$ cat src/rtl/neopixel_driver.sv
// WS2812 strip driver: per-pixel GRB register file loaded by a producer,
// serialised on neo_data as one frame per send_it, followed by a latch interval.
module neopixel_driver #(
    parameter int unsigned NUM_PIXELS   = 5,
    parameter int unsigned T0H          = 17,
    parameter int unsigned T0L          = 40,
    parameter int unsigned T1H          = 35,
    parameter int unsigned T1L          = 30,
    parameter int unsigned RESET_CYCLES = 2500
) (
    input  logic       clock,
    input  logic       reset,
    input  logic       load_color,
    input  logic [2:0] pixel_index,
    input  logic [1:0] color_index,
    input  logic [7:0] color_level,
    input  logic       send_it,
    output logic       neo_data,
    output logic       ready_to_load,
    output logic       ready_to_send,
    output logic       begin_send,
    output logic       done_send,
    output logic       done_wait
);

    localparam int unsigned MAX_H    = (T0H > T1H) ? T0H : T1H;
    localparam int unsigned MAX_L    = (T0L > T1L) ? T0L : T1L;
    localparam int unsigned MAX_HL   = (MAX_H > MAX_L) ? MAX_H : MAX_L;
    localparam int unsigned MAX_T    = (MAX_HL > RESET_CYCLES) ? MAX_HL : RESET_CYCLES;
    localparam int unsigned TMR_W    = $clog2(MAX_T + 1);
    localparam int unsigned NUM_BITS = NUM_PIXELS * 24;
    localparam int unsigned BIT_W    = $clog2(NUM_BITS);
    localparam int unsigned PIX_W    = 3;
    localparam int unsigned POS_W    = 5;
    localparam int unsigned WORD_W   = 24;

    localparam logic [BIT_W-1:0] LAST_BIT = BIT_W'(NUM_BITS - 1);
    localparam logic [POS_W-1:0] LAST_POS = POS_W'(WORD_W - 1);

    typedef enum logic [1:0] {
        IDLE  = 2'd0,
        HIGH  = 2'd1,
        LOW   = 2'd2,
        LATCH = 2'd3
    } state_t;

    state_t                          state_q, state_d;
    logic [TMR_W-1:0]                timer_q, timer_d;
    logic [BIT_W-1:0]                bit_cnt_q, bit_cnt_d;
    logic [PIX_W-1:0]                pix_q, pix_d;
    logic [POS_W-1:0]                pos_q, pos_d;
    logic [WORD_W-1:0]               shift_q, shift_d;
    logic [NUM_PIXELS-1:0][2:0][7:0] mem_q;

    logic neo_data_q, neo_data_d;
    logic ready_q, ready_d;
    logic begin_send_q, begin_send_d;
    logic done_send_q, done_send_d;
    logic done_wait_q, done_wait_d;

    logic              wr_en;
    logic [WORD_W-1:0] first_word;
    logic [WORD_W-1:0] next_word;
    logic [PIX_W-1:0]  pix_nxt;

    // Write qualifier: only in IDLE, only for existing pixels and real colours
    always_comb begin
        wr_en = load_color && (state_q == IDLE)
                && (32'(pixel_index) < NUM_PIXELS) && (color_index != 2'd3);
    end

    // Colour register file; cleared by reset, otherwise persistent
    always_ff @(posedge clock or posedge reset) begin
        if (reset) begin
            mem_q <= '0;
        end else if (wr_en) begin
            for (int p = 0; p < int'(NUM_PIXELS); p++) begin
                for (int c = 0; c < 3; c++) begin
                    if (pixel_index == PIX_W'(p) && color_index == 2'(c)) begin
                        mem_q[p][c] <= color_level;
                    end
                end
            end
        end
    end

    // Pixel 0 word for frame start, forwarding a same-cycle write into it
    always_comb begin
        first_word = {mem_q[0][0], mem_q[0][1], mem_q[0][2]};
        if (wr_en && pixel_index == '0) begin
            case (color_index)
                2'd0:    first_word[23:16] = color_level;
                2'd1:    first_word[15:8]  = color_level;
                2'd2:    first_word[7:0]   = color_level;
                default: first_word        = first_word;
            endcase
        end
    end

    // Word of the pixel following the current one (GRB, green in the MSBs)
    always_comb begin
        pix_nxt   = pix_q + PIX_W'(1);
        next_word = '0;
        for (int p = 0; p < int'(NUM_PIXELS); p++) begin
            if (PIX_W'(p) == pix_nxt) begin
                next_word = {mem_q[p][0], mem_q[p][1], mem_q[p][2]};
            end
        end
    end

    // Next-state, counters and next values of the registered outputs
    always_comb begin
        state_d   = state_q;
        timer_d   = timer_q;
        bit_cnt_d = bit_cnt_q;
        pix_d     = pix_q;
        pos_d     = pos_q;
        shift_d   = shift_q;

        case (state_q)
            IDLE: begin
                if (send_it) begin
                    state_d   = HIGH;
                    bit_cnt_d = '0;
                    pix_d     = '0;
                    pos_d     = '0;
                    shift_d   = first_word;
                    timer_d   = first_word[WORD_W-1] ? TMR_W'(T1H - 1) : TMR_W'(T0H - 1);
                end
            end
            HIGH: begin
                if (timer_q == '0) begin
                    state_d = LOW;
                    timer_d = shift_q[WORD_W-1] ? TMR_W'(T1L - 1) : TMR_W'(T0L - 1);
                end else begin
                    timer_d = timer_q - TMR_W'(1);
                end
            end
            LOW: begin
                if (timer_q == '0) begin
                    if (bit_cnt_q == LAST_BIT) begin
                        state_d = LATCH;
                        timer_d = TMR_W'(RESET_CYCLES - 1);
                    end else begin
                        state_d   = HIGH;
                        bit_cnt_d = bit_cnt_q + BIT_W'(1);
                        if (pos_q == LAST_POS) begin
                            pix_d   = pix_nxt;
                            pos_d   = '0;
                            shift_d = next_word;
                        end else begin
                            pos_d   = pos_q + POS_W'(1);
                            shift_d = {shift_q[WORD_W-2:0], 1'b0};
                        end
                        timer_d = shift_d[WORD_W-1] ? TMR_W'(T1H - 1) : TMR_W'(T0H - 1);
                    end
                end else begin
                    timer_d = timer_q - TMR_W'(1);
                end
            end
            LATCH: begin
                if (timer_q == '0) begin
                    state_d = IDLE;
                end else begin
                    timer_d = timer_q - TMR_W'(1);
                end
            end
            default: begin
                state_d = IDLE;
            end
        endcase

        neo_data_d   = (state_d == HIGH);
        ready_d      = (state_d == IDLE);
        begin_send_d = (state_q == IDLE) && send_it;
        done_send_d  = (state_d == LOW) && (timer_d == '0) && (bit_cnt_d == LAST_BIT);
        done_wait_d  = (state_d == LATCH) && (timer_d == '0);
    end

    // State, datapath and output registers
    always_ff @(posedge clock or posedge reset) begin
        if (reset) begin
            state_q      <= IDLE;
            timer_q      <= '0;
            bit_cnt_q    <= '0;
            pix_q        <= '0;
            pos_q        <= '0;
            shift_q      <= '0;
            neo_data_q   <= 1'b0;
            ready_q      <= 1'b1;
            begin_send_q <= 1'b0;
            done_send_q  <= 1'b0;
            done_wait_q  <= 1'b0;
        end else begin
            state_q      <= state_d;
            timer_q      <= timer_d;
            bit_cnt_q    <= bit_cnt_d;
            pix_q        <= pix_d;
            pos_q        <= pos_d;
            shift_q      <= shift_d;
            neo_data_q   <= neo_data_d;
            ready_q      <= ready_d;
            begin_send_q <= begin_send_d;
            done_send_q  <= done_send_d;
            done_wait_q  <= done_wait_d;
        end
    end

    assign neo_data      = neo_data_q;
    assign ready_to_load = ready_q;
    assign ready_to_send = ready_q;
    assign begin_send    = begin_send_q;
    assign done_send     = done_send_q;
    assign done_wait     = done_wait_q;

endmodule

$ cat config.mk
export PLATFORM = sky130hd
export DESIGN_NAME = neopixel_driver
export DESIGN_NICKNAME = d
export VERILOG_FILES = /design/src/rtl/neopixel_driver.sv
export SDC_FILE = /design/constraint.sdc
export NUM_CORES = 1
export LEC_CHECK = 0
export BUFFER_PORTS_ARGS = -buffer_cell sky130_fd_sc_hd__buf_2
export CAP_MARGIN = 0
export CORE_MARGIN = 10
export CORE_UTILIZATION = 31
export CTS_CLUSTER_SIZE = 24
export DETAILED_ROUTE_END_ITERATION = 8
export PLACE_DENSITY = 0.51
export SLEW_MARGIN = 20
export SYNTH_ARGS = -nofsm -noshare
export SYNTH_HDL_FRONTEND = slang
export SYNTH_SLANG_ARGS = --single-unit
export TNS_END_PERCENT = 30
$ cat constraint.sdc
create_clock -name clock -period 7.9 [get_ports clock]
set_input_delay 0.79 -clock clock [delete_from_list [all_inputs] [get_ports clock]]
set_output_delay 0.79 -clock clock [all_outputs]
set_load 0.01 [all_outputs]
==> results of run 1 <==
==> cell families after synthesis <==
kind of cell	count (synthesis)	share of synthesized area
DFF	178	0.512
muxes	125	0.161
buffers and inverters	69	0.0363
and+or+nand+nor	208	0.123
xor gates and xnor gates	4	0.00403
adders and majority gates	10	0.0144
AOI/OAI and AO/OA	167	0.148
==> worst min-delay path by stage <==
| stage | startpoint | end | slack (ns) | depth (start not counted) |
|---|---|---|---|---|
| global route | mem_q[29] | mem_q[29] | 0.51 | 1 |
| global placement | mem_q[49] | mem_q[49] | 0.49 | 1 |
| finish | reset | mem_q[99] | 0.49 | 2 |
| CTS | mem_q[29] | mem_q[29] | 0.51 | 1 |
| detailed placement | mem_q[29] | mem_q[29] | 0.49 | 1 |
| floorplan | pos_q[4] | pos_q[4] | 0.47 | 1 |
==> power by group through the flow <==
stage	Combinational, mW	Clock (mW)	Sequential (mW)
floorplan	0.0235	0	0.929
global placement	0.0450	0	0.929
detailed placement	0.0446	0	0.929
CTS	0.0447	0.873	0.911
global route	0.0486	0.909	0.911
finish	0.0426	0.853	0.911
==> registers in the layout, summed over array words and instances, names as in the netlist <==
signal,cells
done_wait,1
pos_q,5
state_q,2
pix_q,3
timer_q,12
ready_to_load,1
neo_data,1
begin_send,1
done_send,1
mem_q,120
bit_cnt_q,7
shift_q,24
==> worst reg2reg max path: cells and delay by family (launching register included) <==
kind	cells	cell delay [ns]
AOI/OAI and AO/OA	2	0.71
xor gates and xnor gates	1	0.16
adders and majority gates	1	0.30
buffers and inverters	1	0.31
DFF	1	0.44
and+or+nand+nor	4	1.69
==> layer usage <==
metal	share of wire	global-route usage	vias to the layer above
met4	0.011	0.0308	0
li1	-	-	2893
met5	0	0	-
met1	0.49	0.178	3132
met2	0.46	0.198	141
met3	0.040	0.0252	18
==> layout make-up <==
type                    count  area (um^2)  area share
well taps                 378          473      0.0487
inverters                  13         58.8     0.00606
multi-input cells         514         3950       0.407
clock inverters            15          165      0.0170
clock buffers              17          425      0.0438
flip-flops and latches    178         4460       0.459
repair buffers             31          178      0.0183
==> stage by stage <==
step	hold slack [ns]	area [um^2]	util	worst slack (ns)
3_3_place_gp	0.487	9110	0.329	4.25
3_5_place_dp	0.493	9110	0.329	4.18
5_1_grt	0.511	9700	0.350	3.96
4_1_cts	0.510	9700	0.350	4.16
2_1_floorplan	0.465	8700	-	2.28
6_report	0.490	9700	0.350	4.20
==> cells in the final DEF, fill, tap and decap left out, drive strengths merged, types with 26 or more instances in the layout <==
master,instances
dfrtp,177
mux2,121
nor2,74
a222oi,45
nand2,42
a21oi,38
buf,31
nor3,30
o21ai,26
a221o,26
==> results.md, run 1 <==
* Largest delay share family, worst path: simple AND/OR/NAND/NOR gates
* Clock sinks at 178
* Crit. Startpoint: pix_q[0]
* Slowest library cell on the worst path: sky130_fd_sc_hd__and2_2
* Leakage power of the design at 4.50 nW
* Crit Path Class: register to register
* Endpoint of the worst-slack reg-to-reg timing path: done_send
* Vias after detailed routing at between 6,000 and 7,000
* Most used flip-flop cell after synthesis: sky130_fd_sc_hd__dfrtp_1
* Die Area at 0.0352 mm^2
* Fraction of layout cells with a size suffix above 1 at 0.271
* Cells taking the most area after synthesis: sky130_fd_sc_hd__dfrtp_1 51%, sky130_fd_sc_hd__mux2_2 16%, sky130_fd_sc_hd__a222oi_1 5.2%, sky130_fd_sc_hd__nor2_1 3.2%, sky130_fd_sc_hd__a221o_1 2.9%
* Depth of the CTS H-tree at 4
* Number of global-route vias before repair at 6,257
* Final Critical Period at between 3 and 4 ns
* HPWL after DPL at 14,400 um
* Logic pwr share at 0.024
* Net switching power figure at 0.465 mW
* Switching Fraction at 0.257
* Sequential cell fraction of total power at 0.504
* Worst setup skew after layout at 0.0234 ns
* Power per cell area at roughly 190 mW/mm^2
* Kind of launch point of the worst setup path: register
* Worst slew margin at 0.305
* #FFs+latches synth at 178
* Pins over their slew limit at 0
* Clock slew at the register clock pins of the worst setup and hold paths at approximately 0.080 ns
* Final number of hold-violating endpoints at 0
* Post-cts hold buffer count at 0
* Buffers from clock root to sink, at most at 2
* Violation count after the first detailed-routing iteration at around 670
* NumNets Final at 782
* Number of post-CTS setup repair buffers at 0
* Share of flip-flops with an asynchronous set or reset after synthesis at 1.00
* R2R cell count at 9
* Root cell of the clock tree: sky130_fd_sc_hd__clkbuf_16
* Maximum number of pins on one net before global-route repair at 108
* PortBufs at 22
* Number of maximum-capacitance violations at 0
* Antenna-violating nets left at 0
* Number of enable flip-flop cells after synthesis at 0
* Setup Viol. Count Final at 0
* Max FO, Critical Path at 47
* R2r startpoint: pix_q[0]
* Global route total overflow at 0
* Share of power burned in the clock network at 0.472
* Sequential fraction of the synthesis area at 0.512
* Total number of yosys warnings at 0
* Data arrival time of the critical path at around 4.1 ns
* Area Growth Syn to Fin at 11.6%
* GPL Wtd Cong at 0.800
* Vias per std cell at between 5 and 6
* Synth unique cells at slightly above 70
* Power Total at roughly 1.8 mW
* Worst Max-Slew Pin Slew at around 1.0 ns
* Leading cell type by number of instances after synthesis: sky130_fd_sc_hd__dfrtp_1
* FP Rows at 61
* Worst IR drop on VDD at ~0.13 mV
* Routed wire length per instance at around 20 um
* Number of primary I/O pins at 23
* Number of resized instances in the post-cts repair step at 0
* Routed WL at ~23,000 um
* Crit path buffers/inverters at 1
* Mapped Cells at between 700 and 800
* Total standard cell area after synthesis at a little under 0.009 mm^2
* Synth Area per Inst at 11.4 um^2
* TritonCTS clock tree: done
* Largest stage delay on the critical path at 0.80 ns
* Effective utilization at floorplan at 0.314
* Number of antenna violations at the first check in global routing at 0
* Worst path required time at between 8 and 9 ns
* # diodes at 0
* Drt pass-1 iters at 8
* Floorplan core area at about 0.028 mm^2
* Unrepaired setup endpoints after global routing: no
* Slack of the worst reg-to-reg path at 4.20 ns
* Instance count after placement with tap cells included at 1,114
* Last element of the critical path: done_send
* Fin cells at ~1,100
* Cell type with the highest aggregate area in the netlist: sky130_fd_sc_hd__dfrtp_1
* Fill cell count at approximately 2,800
* Die width at 187 um
* Max Clk Rate at 270 MHz
* Floorplan die height at approximately 190 um
* Outcome: completed
* TritonCTS Buffers at 17
* Global-route wire length before repair at about 36,000 um
* Cell breakdown of the critical path: ha_1 -> xnor2_2 -> buf_4 -> and2_2 -> a2111o_1 -> nand2_1 -> a221o_1 -> or4_1 -> nor4_2
* Clock insertion delay at the later pin of the skew report at roughly 0.44 ns
* Sum Neg Setup Slack at 0 ns
* Top post-synthesis cells by count: 177 x sky130_fd_sc_hd__dfrtp_1, 121 x sky130_fd_sc_hd__mux2_2, 74 x sky130_fd_sc_hd__nor2_1, 45 x sky130_fd_sc_hd__a222oi_1, 42 x sky130_fd_sc_hd__clkbuf_1
* Top cell type's share of synthesized area at 0.509
* Class of the worst hold path: primary input to async pin
* Endpoint class of the critical path: register
* Total routing resource utilization after global routing at 0.127
* Number of remaining DRC errors at 0
* Net count after synthesis at between 700 and 800
* Internal Power at 1.34 mW
* Period utilization at 0.469
* Count of cell instances traversed by the critical path at 9
Power figures use the tool's default switching activity.
==> run 2, diff against run 1 <==
- clock period: 7.9 -> 3.7 ns (I/O delays scaled with it)
==> run 2 against run 1 <==
Utilization up 0.29 points. Largest power group unchanged. Critical path type unchanged. Power up 110%. Critical path depth is 1 higher. Fmax is 20% higher. Count of clock-buffer cells in the layout rose by 3. Via count is 4.4% higher. Combinational power is 120% higher. Hold slack worse by 0.49 ns. Global-route usage up 0.54 points.
==> results.md, run 2 (synthesized netlist as in run 1, its figures left out) <==
* Outcome: completed
* Period utilization at 0.834
* Post-cts hold buffer count at 0
* Worst hold margin at roughly 0.0012 ns
* Effective utilization at floorplan at 0.314
* Kind of launch point of the worst setup path: register
* PortBufs at 22
* Floorplan core area at 0.0277 mm^2
* Die width at between 150 and 200 um
* Metal2 WL at approximately 11,000 um
* FP Rows at 61
* Routed wire length per instance at just over 20 um
* Worst slew margin at 0.484
* Worst path required time at between 4 and 5 ns
* Total routing resource utilization after global routing at 0.133
* Final number of hold-violating endpoints at 0
* Global route total overflow at 0
* Worst IR drop on VDD at 0.244 mV
* Fraction of layout cells with a size suffix above 1 at 0.276
* Sum Neg Setup Slack at 0 ns
* Number of antenna violations at the first check in global routing at 0
* Worst setup skew after layout at between 0.01 and 0.015 ns
* Highest metal used: met4
* Maximum number of pins on one net before global-route repair at between 100 and 150
* R2R cell count at 10
* # diodes at 0
* Setup Viol. Count Final at 0
* Max FO, Critical Path at 20
* Post-layout instance area at between 0.009 and 0.01 mm^2
* Post-route core utilization at 0.353
* Number of post-CTS setup repair buffers at 0
* Routed WL at approximately 23,000 um
* Number of resized instances in the post-cts repair step at 0
* HPWL after DPL at around 15,000 um
* Drt pass-1 iters at 8
* TritonCTS clock tree: done
* Crit Path Class: register to register
* Number of remaining DRC errors at 0
* Number of maximum-capacitance violations at 0
* Final Critical Period at approximately 3.1 ns
* Most common cell after layout, fill and taps aside: sky130_fd_sc_hd__dfrtp_1
* Pins over their slew limit at 0
* Endpoint class of the critical path: register
* NumNets Final at 792
* Leakage power of the design at about 4.5 nW
* Area after detailed placement at approximately 0.0092 mm^2
* Class of the worst hold path: primary input to async pin
* Number of global-route vias before repair at between 6,000 and 7,000
* Floorplan die height at between 150 and 200 um
* Met3 layer wire length in the routed design at 1060 um
* Violation count after the first detailed-routing iteration at 745
* Worst Max-Slew Pin Slew at roughly 0.77 ns
* Depth of the CTS H-tree at 4
* Area Growth Syn to Fin at 12.5%
* Unrepaired setup endpoints after global routing: no
* Clock insertion delay at the later pin of the skew report at approximately 0.44 ns
* Largest register FFs at 120
* Root cell of the clock tree: sky130_fd_sc_hd__clkbuf_16
* Die Area at between 0.03 and 0.04 mm^2
* Power Total at ~3.8 mW
* Vias after detailed routing at ~6,500
* TritonCTS Buffers at 17
* Number of primary I/O pins at 23
* Vias per std cell at between 5 and 6
* Buffers from clock root to sink, at most at 2
* Regs by FF count: mem_q: 120 flops, shift_q: 24 flops, timer_q: 12 flops
* Most frequent cells in the layout: 177 x sky130_fd_sc_hd__dfrtp_1, 121 x sky130_fd_sc_hd__mux2_2, 72 x sky130_fd_sc_hd__nor2_1
* GPL Wtd Cong at 0.840
* Metal-1 WL at around 11,000 um
* Clock sinks at 178
* Clock slew at the register clock pins of the worst setup and hold paths at about 0.07 ns
* Data arrival time of the critical path at between 3 and 4 ns
* Max Clk Rate at between 300 and 400 MHz
* Global-route wire length before repair at ~37,000 um
* Antenna-violating nets left at 0
* Power per cell area at roughly 390 mW/mm^2
* Most flops, register: mem_q
run 2: cell count changes in the layout (fill, tap and decap cells not counted), moves of 3 or more:
cell / delta
sky130_fd_sc_hd__clkinv_8: -3
sky130_fd_sc_hd__inv_6: -3
sky130_fd_sc_hd__buf_4: +7
sky130_fd_sc_hd__buf_12: +3
run 2: area by class of cell:
cell class,count,area (um^2)
Clock buffer,20,447
Clock inverter,12,116
Fill cell,2732,17900
Inverter,13,55.1
Multi-Input combinational cell,514,3950
Sequential cell,178,4460
Tap cell,378,473
Timing Repair Buffer,41,290
run 2: metal layers:
metal	vias to the layer above	track usage
li1	2902	-
met4	0	0.0289
met2	194	0.214
met3	20	0.0278
met5	-	0
met1	3339	0.179
run 2: worst max-delay path: stages (launching register included):
cell,delay (ns)
sky130_fd_sc_hd__dfrtp_1,0.43
sky130_fd_sc_hd__inv_1,0.12
sky130_fd_sc_hd__ha_1,0.17
sky130_fd_sc_hd__nor4b_4,0.23
sky130_fd_sc_hd__and4_1,0.48
sky130_fd_sc_hd__inv_4,0.18
sky130_fd_sc_hd__ha_1,0.30
sky130_fd_sc_hd__a21oi_1,0.14
sky130_fd_sc_hd__o22ai_1,0.10
sky130_fd_sc_hd__or4_4,0.56
sky130_fd_sc_hd__nor4_2,0.28
run 2: path summary, 6_finish.rpt:
check,from,to,slack (ns)
setup / recovery,timer_q[0],done_send,0.61
min in group clock,send_it,timer_q[1],0.42
hold / removal,reset,neo_data,0.001
max in group asynchronous,reset,mem_q[94],2.71
setup reg to reg,timer_q[0],done_send,0.61
hold reg to reg,mem_q[40],mem_q[40],0.51
run 2: power breakdown:
group | leakage (nW) | internal (mW) | switching, mW
clock network | 0.266 | 0.906 | 0.850
registers | 2.35 | 1.94 | 0.000970
logic | 1.92 | 0.0146 | 0.0789
run 2: per-stage QoR:
step / cells / setup WS (ns)
after CTS: 1156 / 0.616
after floorplan: 761 / 0.850
after global routing: 1156 / 0.349
after detailed placement: 1124 / 0.639
final: 1156 / 0.614
after global placement: 1124 / 0.696
==> run 3, diff against run 2 <==
- ABC_AREA: default -> 1
- PLACE_DENSITY: 0.51 -> 0.53
- clock period: 3.7 -> 2.7 ns (I/O delays scaled with it)
==> run 3 against run 2 <==
Count of clock-buffer cells in the layout shrank 3. First-iteration DRC count down 14%. Cell count rose by 30%. Combinational power increased to 5.1 times the previous value. Worst setup slack got worse by 0.31 ns. Highest routed layer unchanged. Power is 52% higher. Critical path depth grew 2. Final area increased by 3.5%.
==> results.md, run 3 <==
* Worst path required time at between 3 and 4 ns
* Global-route wire length before repair at just over 40,000 um
* Clock slew at the register clock pins of the worst setup and hold paths at roughly 0.08 ns
* Depth of the CTS H-tree at 4
* Endpoint class of the critical path: register
* Routed WL at 25,600 um
* Power Total at a little under 6 mW
* Number of enable flip-flop cells after synthesis at 0
* Period utilization at 0.889
* #FFs+latches synth at about 180
* Cells taking the most area after synthesis: sky130_fd_sc_hd__dfrtp_1 50%, sky130_fd_sc_hd__nand2_1 13%, sky130_fd_sc_hd__o21ai_0 6.8%, sky130_fd_sc_hd__nand3_1 4.7%, sky130_fd_sc_hd__o211ai_1 3.9%
* Violation count after the first detailed-routing iteration at about 640
* Most flops, register: mem_q
* Post-placement worst setup slack at ~0.33 ns
* Number of global-route vias before repair at 7,181
* Number of antenna violations at the first check in global routing at 2
* Mapped Cells at 1,096
* Power per cell area at ~570 mW/mm^2
* Largest register FFs at 120
* Most common cell after layout, fill and taps aside: sky130_fd_sc_hd__nand2_1
* Cell breakdown of the critical path: inv_1 -> ha_1 -> nand2_1 -> nor2_2 -> nand2_2 -> nor2_4 -> nand2_1 -> nand2_2 -> inv_2 -> buf_4 -> nor2_1 -> o21ai_0
* Fraction of layout cells with a size suffix above 1 at 0.107
* Kind of launch point of the worst setup path: register
* Vias per std cell at 4.95
* Antenna-violating nets left at 0
* Number of primary I/O pins at 23
* Top cell type's share of synthesized area at 0.497
* Leakage power of the design at 4.67 nW
* Total standard cell area after synthesis at roughly 0.0089 mm^2
* Total routing resource utilization after global routing at 0.144
* Max Clk Rate at between 400 and 500 MHz
* Setup Viol. Count Final at 0
* Worst setup skew after layout at about 0.016 ns
* Die width at between 150 and 200 um
* Most used flip-flop cell after synthesis: sky130_fd_sc_hd__dfrtp_1
* Global route total overflow at 0
* Top post-synthesis cells by count: 307 x sky130_fd_sc_hd__nand2_1, 177 x sky130_fd_sc_hd__dfrtp_1, 121 x sky130_fd_sc_hd__o21ai_0, 85 x sky130_fd_sc_hd__inv_1, 83 x sky130_fd_sc_hd__nand3_1
* Number of post-CTS setup repair buffers at 0
* Total number of yosys warnings at 0
* Storage cell area at roughly 0.0045 mm^2
* Area of the multi-input gates at ~0.0039 mm^2
* Final Critical Period at about 2.4 ns
* Clock insertion delay at the later pin of the skew report at ~0.45 ns
* Cell type with the highest aggregate area in the netlist: sky130_fd_sc_hd__dfrtp_1
* Class of the worst hold path: primary input to register
* Endpoint of the worst-slack reg-to-reg timing path: pix_q[0]
* FP Rows at slightly above 60
* Routed wire length per instance at ~17 um
* Net count after synthesis at ~1,100
* Synth unique cells at 40
* R2R cell count at 12
* Final number of hold-violating endpoints at 0
* Largest stage delay on the critical path at roughly 0.42 ns
* Area after detailed placement at around 0.0095 mm^2
* Area Growth Syn to Fin at 13.6%
* Drt pass-1 iters at 5
* Clock sinks at about 180
* Sequential fraction of the synthesis area at 0.500
* Effective utilization at floorplan at 0.312
* Worst-case setup margin in the final layout at between 0.2 and 0.3 ns
* Unrepaired setup endpoints after global routing: no
* Share of flip-flops with an asynchronous set or reset after synthesis at 1.00
* Number of remaining DRC errors at 0
* Leading cell type by number of instances after synthesis: sky130_fd_sc_hd__nand2_1
* HPWL after DPL at around 17,000 um
* Worst Max-Slew Pin Slew at between 0.7 and 0.8 ns
* Number of maximum-capacitance violations at 0
* Floorplan core area at roughly 0.029 mm^2
* Maximum number of pins on one net before global-route repair at 54
* Worst IR drop on VDD at ~0.34 mV
* Post-layout instance area at 0.0101 mm^2
* Outcome: completed
* R2r startpoint: timer_q[0]
* Hold worst-path end: mem_q[21]
* Pins over their slew limit at 0
* Regs by FF count: mem_q: 120 flops, shift_q: 24 flops, timer_q: 12 flops
* Worst slew margin at 0.529
* Die Area at roughly 0.036 mm^2
* GPL Wtd Cong at around 0.84
* Sum Neg Setup Slack at 0 ns
* NumNets Final at 1,136
* Crit Path Class: register to register
* Hold Path Depth at 3
* Instance count after placement with tap cells included at 1,473
* Post-route core utilization at 0.355
* Max FO, Critical Path at 13
* Worst hold margin at 0.0844 ns
* Slowest library cell on the worst path: sky130_fd_sc_hd__dfrtp_1
* Fill cell count at just over 3,000
* Data arrival time of the critical path at 2.71 ns
* Fin cells at 1,507
* Slack of the worst reg-to-reg path at between 0.2 and 0.3 ns
* Hold Startpoint: color_level[5]
* PortBufs at 22
* TritonCTS clock tree: done
* Buffers from clock root to sink, at most at 2
* Most frequent cells in the layout: 307 x sky130_fd_sc_hd__nand2_1, 177 x sky130_fd_sc_hd__dfrtp_1, 121 x sky130_fd_sc_hd__o21ai_0
* TritonCTS Buffers at 17
* Floorplan die height at 190 um
* Root cell of the clock tree: sky130_fd_sc_hd__clkbuf_16
* Number of resized instances in the post-cts repair step at 0
* Synth Area per Inst at between 8 and 9 um^2
* Vias after detailed routing at between 7,000 and 8,000
## run 3: repair_timing
| item | in CTS | in global routing |
|---|---|---|
| endpoints found under the setup margin | 0 | 0 |
| hold buffers | 1 | 0 |
| hold endpoints to repair | 21 | 0 |
## run 3: worst max-delay path by stage
stage | from | to | slack (ns) | cells after the start
after floorplan | reset | begin_send | 0.15 | 1
after global placement | timer_q[0] | pix_q[0] | 0.40 | 12
after detailed placement | timer_q[0] | pix_q[0] | 0.33 | 12
after CTS | timer_q[0] | pix_q[0] | 0.31 | 12
after global routing | timer_q[0] | done_send | 0.09 | 16
final | timer_q[0] | pix_q[0] | 0.30 | 12
## run 3: area by class of cell
class / count / area share
Antenna cell: 1 / 0.000247
Sequential cell: 178 / 0.440
Clock buffer: 17 / 0.0420
Tap cell: 384 / 0.0475
Inverter: 89 / 0.0334
Multi-Input combinational cell: 775 / 0.384
Clock inverter: 15 / 0.0166
Timing Repair Buffer: 48 / 0.0366
## run 3: routing by layer
layer | global-route usage | up-vias | part of all wire
li1 | - | 3665 | -
met1 | 0.202 | 3606 | 0.49
met2 | 0.224 | 159 | 0.46
met3 | 0.0254 | 29 | 0.033
met4 | 0.0369 | 0 | 0.015
met5 | 0 | - | 0
## run 3: cell families after synthesis
family	after synthesis	synth area share
flip-flops	178	0.500
buffers and inverters	143	0.0646
AND/OR/NAND/NOR	497	0.241
XOR/XNOR	9	0.00884
AO/OA/AOI/OAI	259	0.172
adder cells (fa/ha/maj)	10	0.0140
## run 3: power by group
| part | internal, mW | leakage, nW | switching [mW] |
|---|---|---|---|
| registers | 2.72 | 2.28 | 0.0891 |
| clock network | 1.25 | 0.288 | 1.25 |
| logic | 0.145 | 2.09 | 0.329 |
## run 3: critical path: cells and delay by family, from the launching register on
kind | cells | cell delay, ns
AOI/OAI and AO/OA | 1 | 0.12
adders and majority gates | 1 | 0.17
buffers and inverters | 3 | 0.47
DFF | 1 | 0.42
and+or+nand+nor | 7 | 1.07
